**config.mk**
```make
export PLATFORM = sky130hd
export DESIGN_NAME = wrr_arbiter
export DESIGN_NICKNAME = d
export VERILOG_FILES = /design/src/rtl/arb_pkg.sv /design/src/rtl/arb_pick.sv /design/src/rtl/wrr_arbiter.sv
export SDC_FILE = /design/constraint.sdc
export NUM_CORES = 1
export LEC_CHECK = 0
export CAP_MARGIN = 20
export CELL_PAD_IN_SITES_DETAIL_PLACEMENT = 2
export CELL_PAD_IN_SITES_GLOBAL_PLACEMENT = 2
export CORE_UTILIZATION = 34
export DETAILED_ROUTE_END_ITERATION = 6
export DONT_BUFFER_PORTS = 1
export PLACE_DENSITY_LB_ADDON = 0.1
export RECOVER_POWER = 100
export SLEW_MARGIN = 0
export SYNTH_ARGS = -nofsm -noshare
export SYNTH_HDL_FRONTEND = slang
export SYNTH_SLANG_ARGS = --single-unit
```
**constraint.sdc**
```tcl
create_clock -name clk -period 3.06 [get_ports clk]
set_clock_uncertainty 0.15 [all_clocks]
set_input_delay 0.612 -clock clk [delete_from_list [all_inputs] [get_ports clk]]
set_output_delay 0.612 -clock clk [all_outputs]
set_load 0.01 [all_outputs]
```
**src/rtl/arb_pkg.sv**
```systemverilog
// Shared types and helpers for the registered arbiter family.
// Holds the mode and state enums and a one-hot to index encoder.
package arb_pkg;

    typedef enum logic [1:0] {
        ARB_SP  = 2'd0,
        ARB_RR  = 2'd1,
        ARB_WRR = 2'd2
    } arb_mode_e;

    typedef enum logic {
        ARB_IDLE  = 1'b0,
        ARB_GRANT = 1'b1
    } arb_state_e;

    // Widest requester vector the encoder accepts; callers truncate the result.
    localparam int MAX_NUM = 32;
    localparam int MAX_IDX_W = $clog2(MAX_NUM);

    // OR-reduction encoder: correct only for one-hot or all-zero input.
    function automatic logic [MAX_IDX_W-1:0] onehot2idx(input logic [MAX_NUM-1:0] vec);
        logic [MAX_IDX_W-1:0] idx;
        idx = '0;
        for (int i = 0; i < MAX_NUM; i++) begin
            if (vec[i]) begin
                idx = idx | i[MAX_IDX_W-1:0];
            end
        end
        return idx;
    endfunction

endpackage

```
**src/rtl/arb_pick.sv**
```systemverilog
// Combinational rotating-priority picker: first set request found when
// stepping away from the base pointer in the configured direction.
module arb_pick #(
    parameter int NUM      = 4,
    parameter bit LSB_HIGH = 1'b1,
    localparam int IDX_W   = $clog2(NUM)
) (
    input  logic [NUM-1:0]   req,
    input  logic [IDX_W-1:0] base,
    input  logic             rotate_en,
    output logic [NUM-1:0]   winner,
    output logic             valid
);

    logic [IDX_W-1:0] start;
    logic [IDX_W-1:0] idx;

    // Fixed priority is a rotation anchored just before the highest-priority end.
    assign start = rotate_en ? base : (LSB_HIGH ? IDX_W'(NUM - 1) : '0);

    always_comb begin
        winner = '0;
        valid  = 1'b0;
        idx    = '0;
        for (int k = 1; k <= NUM; k++) begin
            if (LSB_HIGH) begin
                idx = IDX_W'((int'(start) + k) % NUM);
            end else begin
                idx = IDX_W'((int'(start) + NUM - k) % NUM);
            end
            if (!valid && req[idx]) begin
                winner[idx] = 1'b1;
                valid       = 1'b1;
            end
        end
    end

endmodule

```
**src/rtl/wrr_arbiter.sv**
```systemverilog
// Registered strict / round-robin / weighted round-robin arbiter with
// grants held until ack or withdrawal.
module wrr_arbiter
    import arb_pkg::*;
#(
    parameter int NUM      = 4,
    parameter int WEIGHT_W = 4,
    parameter bit LSB_HIGH = 1'b1,
    parameter int MODE     = 2,
    localparam int IDX_W   = $clog2(NUM)
) (
    input  logic                  clk,
    input  logic                  rst_n,
    input  logic [NUM-1:0]        req,
    input  logic [NUM*WEIGHT_W-1:0] weight,
    input  logic                  ack,
    output logic [NUM-1:0]        gnt,
    output logic [IDX_W-1:0]      gnt_idx,
    output logic                  busy
);

    localparam logic [IDX_W-1:0] LAST_INIT = LSB_HIGH ? IDX_W'(NUM - 1) : '0;
    localparam bit ROTATE = (MODE != int'(ARB_SP));
    localparam bit IS_WRR = (MODE == int'(ARB_WRR));

    arb_state_e          state_reg;
    logic [IDX_W-1:0]    last_idx_reg;
    logic [WEIGHT_W-1:0] credit_reg;
    logic [WEIGHT_W-1:0] stored_weight_reg;

    logic [WEIGHT_W-1:0] weight_field [NUM];

    for (genvar gi = 0; gi < NUM; gi++) begin : g_weight
        assign weight_field[gi] = weight[gi*WEIGHT_W +: WEIGHT_W];
    end

    logic [NUM-1:0]      pick_onehot;
    logic                pick_valid;
    logic [IDX_W-1:0]    pick_idx;
    logic [WEIGHT_W-1:0] pick_weight;
    logic                withdrew;
    logic                end_event;
    logic [WEIGHT_W:0]   credit_next;
    logic                keep_grant;
    logic                take_grant;
    logic                go_idle;

    // A withdrawn grantee already has its req bit low, so the raw req
    // vector naturally excludes it from re-arbitration.
    arb_pick #(
        .NUM      (NUM),
        .LSB_HIGH (LSB_HIGH)
    ) u_pick (
        .req       (req),
        .base      (last_idx_reg),
        .rotate_en (ROTATE),
        .winner    (pick_onehot),
        .valid     (pick_valid)
    );

    assign pick_idx    = IDX_W'(onehot2idx(MAX_NUM'(pick_onehot)));
    assign pick_weight = (weight_field[pick_idx] == '0) ? WEIGHT_W'(1) : weight_field[pick_idx];

    assign withdrew    = |(gnt & ~req);
    assign end_event   = ack | withdrew;
    assign credit_next = {1'b0, credit_reg} + 1'b1;
    assign keep_grant  = IS_WRR && ack && !withdrew && (credit_next < {1'b0, stored_weight_reg});

    always_comb begin
        take_grant = 1'b0;
        go_idle    = 1'b0;
        if (state_reg == ARB_IDLE) begin
            take_grant = pick_valid;
        end else if (end_event && !keep_grant) begin
            take_grant = pick_valid;
            go_idle    = !pick_valid;
        end
    end

    always_ff @(posedge clk) begin
        if (!rst_n) begin
            state_reg         <= ARB_IDLE;
            gnt               <= '0;
            gnt_idx           <= '0;
            last_idx_reg      <= LAST_INIT;
            credit_reg        <= '0;
            stored_weight_reg <= '0;
        end else begin
            case (state_reg)
                ARB_IDLE, ARB_GRANT: begin
                    if (take_grant) begin
                        state_reg         <= ARB_GRANT;
                        gnt               <= pick_onehot;
                        gnt_idx           <= pick_idx;
                        last_idx_reg      <= pick_idx;
                        stored_weight_reg <= pick_weight;
                        credit_reg        <= '0;
                    end else if (go_idle) begin
                        state_reg  <= ARB_IDLE;
                        gnt        <= '0;
                        gnt_idx    <= '0;
                        credit_reg <= '0;
                    end else if (state_reg == ARB_GRANT && keep_grant) begin
                        credit_reg <= credit_next[WEIGHT_W-1:0];
                    end
                end
                default: state_reg <= ARB_IDLE;
            endcase
        end
    end

    assign busy = |gnt;

endmodule
```
==> results.py <==
metrics = {
    "min_path": {
        "hp-class": "primary input to flop",
    },
    "global_routing": {
        "grt_start_max_net_pins": 11,
        "grt_pass1_vias": 1345,
        "grt_util_all_layers": 0.201,
        "overflow": 0,
        "grt_antenna_before_repair": 0,
        "grt_pass1_wl_microns": 6490,
    },
    "yosys": {
        "synth_area_leaders": "dfxtp_1 24%, ha_1 9.9%, mux4_2 4.9%",
        "yosys.area.top_type": "dfxtp_1",
        "postSynthAreaPerCell_sq_um": 8.97,
        "netlist_area_sq_um": 1390,
        "synthArstFlopShare": 0,
        "synth_top_area_share": 0.245,
        "synth-edff-count": 0,
        "yosysWarnings": 0,
        "synth_ff_type": "dfxtp_1",
        "synth_nets": 189,
        "yosysSeqAreaShare": 0.245,
        "synthCells": 155,
        "ys_seq_elements": 17,
        "ys_types": 54,
    },
    "clock_network": {
        "cts.sinks": 17,
        "clk_latency_ns": 0.25,
        "h-tree-depth": 1,
        "cts_tree": "built",
        "hold_buffers": 0,
        "cts_buffers": 3,
        "clockBufferDepth": 2,
        "cts-root-buf": "clkbuf_8",
        "clkTransAtPathRegs_ns": 0.07,
    },
    "timing": {
        "hold_violations": 0,
        "setup_viol": 0,
        "worst_pin_slew_ns": 0.483,
        "min_period_over_period": 0.958,
        "setup_tns_ns": 0,
        "slew_headroom": 0.678,
        "clock.fmax_ghz": 0.341,
        "final.min_clock_period_ns": 2.93,
        "grt_setup_unrepaired": "no",
        "slew_viol_final": 0,
    },
    "setup_path": {
        "worstPathRequired_ns": 3.07,
        "worstSetupEndpointType": "flop",
        "worstPathCellList": "buf_6 -> mux4_2 -> nor2b_4 -> a221o_2 -> a32oi_4 -> and3_4 -> a32o_2 -> a31oi_1 -> o41ai_2",
        "slowest_delay_ns": 0.50,
        "cp_max_fo": 8,
        "setup.worst_path.class": "flop to flop",
        "start_kind": "flop",
        "worstPathArrival_ns": 2.94,
        "cp_slowest_cell": "mux4_2",
        "rrSetupSlack_ns": 0.13,
    },
    "finish": {
        "post-route-util": 0.424,
        "layout_common_cells": "17 x nand2_1, 16 x dfxtp_1, 13 x buf_4, 12 x inv_1, 10 x ha_1",
        "nets": 204,
        "layout_commonest_cell": "nand2_1",
        "num_antenna_cells": 0,
        "syn2layout_area_growth_pct": 15.8,
        "drive_gt1_frac": 0.254,
    },
    "floorplan": {
        "die_w_microns": 65.9,
        "num_rows": 22,
        "die_h_microns": 65.9,
        "io_pins": 30,
        "coreArea_sq_um": 3800,
        "start_util": 0.366,
        "die_area_sq_um": 4350,
    },
    "outcome": {
        "status": "completed",
    },
    "route": {
        "drc": 0,
        "wl_per_cell_microns": 18.6,
        "first_pass_iters": 4,
        "drtIter0Drc": 29,
        "routed-via-count": 1289,
        "drt_wl_total_microns": 4030,
        "antenna_left": 0,
        "via_per_inst": 5.94,
    },
    "power_and_ir_drop": {
        "ir_worst_vdd_uv": 492,
        "p_total_mw": 2.09,
        "cellLeakagePower_nw": 0.665,
        "power_density_nw_per_um2": 1300,
    },
    "placed_design": {
        "port-buffer-count": 0,
        "globalplace.congestion": 0.859,
        "hpwlAfterDp_microns": 3290,
    },
    "run": {
        "drv_cap": 0,
    },
}
## what timing repair did
| item | CTS | global route |
|---|---|---|
| setup endpoints to repair | 0 | 4 |
| buffers inserted | 0 | 4 |
| gates resized for setup | 0 | 9 |
## final cells by class
type,count,area [sq um]
sequential,17,342
inverter,13,48.8
fill,440,2190
tap,48,60.1
clock buffer,3,41.3
clock inverter,1,5.00
multi-input combinational,121,1000
timing repair buffer,14,109
## metrics by stage
stage	instance area (sq um)	std cells	hold slack (ns)	setup slack [ns]
after floorplan	1390	155	0.286	0.0278
after global placement	1490	209	0.298	0.0591
after detailed placement	1490	209	0.317	0.0280
after CTS	1540	213	0.291	0.0475
after global routing	1610	217	0.288	0.0248
final	1610	217	0.293	0.128
## cell families (layout without fill, tap and decap cells)
kind of cell	after synthesis	count (layout)	synth area share
AO/OA/AOI/OAI	51	51	0.320
XOR/XNOR	5	5	0.0315
adder cells (fa/ha/maj)	11	11	0.0990
buffers and inverters	17	31	0.0576
flip-flops	17	17	0.245
multiplexers	6	6	0.0711
AND/OR/NAND/NOR	48	48	0.176
## cells in the mapped netlist (4+ instances only)
cell	n
nor2_1	8
ha_1	11
nand2b_1	4
nand2_1	17
a21oi_1	8
inv_1	13
a22oi_1	5
dfxtp_1	17
o2bb2ai_1	5
## path summary, 6_finish.rpt
kind	from	end	cells after the start
hold / removal	rst_n	last_idx_reg[0]	1
hold reg to reg	stored_weight_reg[2]	stored_weight_reg[2]	2
setup / recovery	last_idx_reg[0]	stored_weight_reg[0]	9
setup reg to reg	last_idx_reg[0]	stored_weight_reg[0]	9
## report_power, final
| group | internal, mW | leakage, nW | total (mW) | switching (mW) |
|---|---|---|---|---|
| Combinational | 0.706 | 0.499 | 1.54 | 0.833 |
| Sequential | 0.300 | 0.140 | 0.380 | 0.0799 |
| Clock | 0.0903 | 0.0255 | 0.166 | 0.0756 |
| Total | 1.10 | 0.665 | 2.09 | 0.988 |
## per-layer routing
layer / global-route usage / part of all wire / up-vias
li1: - / - / 618
met3: 0.0310 / 0.028 / 4
met1: 0.267 / 0.48 / 641
met4: 0.0718 / 0.014 / 0
met5: 0 / 0 / -
met2: 0.325 / 0.48 / 26
## critical path: cells and delay by family, from the launching register on
kind,cells,cell delay [ns]
mux,1,0.50
flops,1,0.35
compound gates,5,1.27
simple gates,2,0.43
buf+inv,1,0.14
Note: power is estimated with default switching activity, not from simulation.
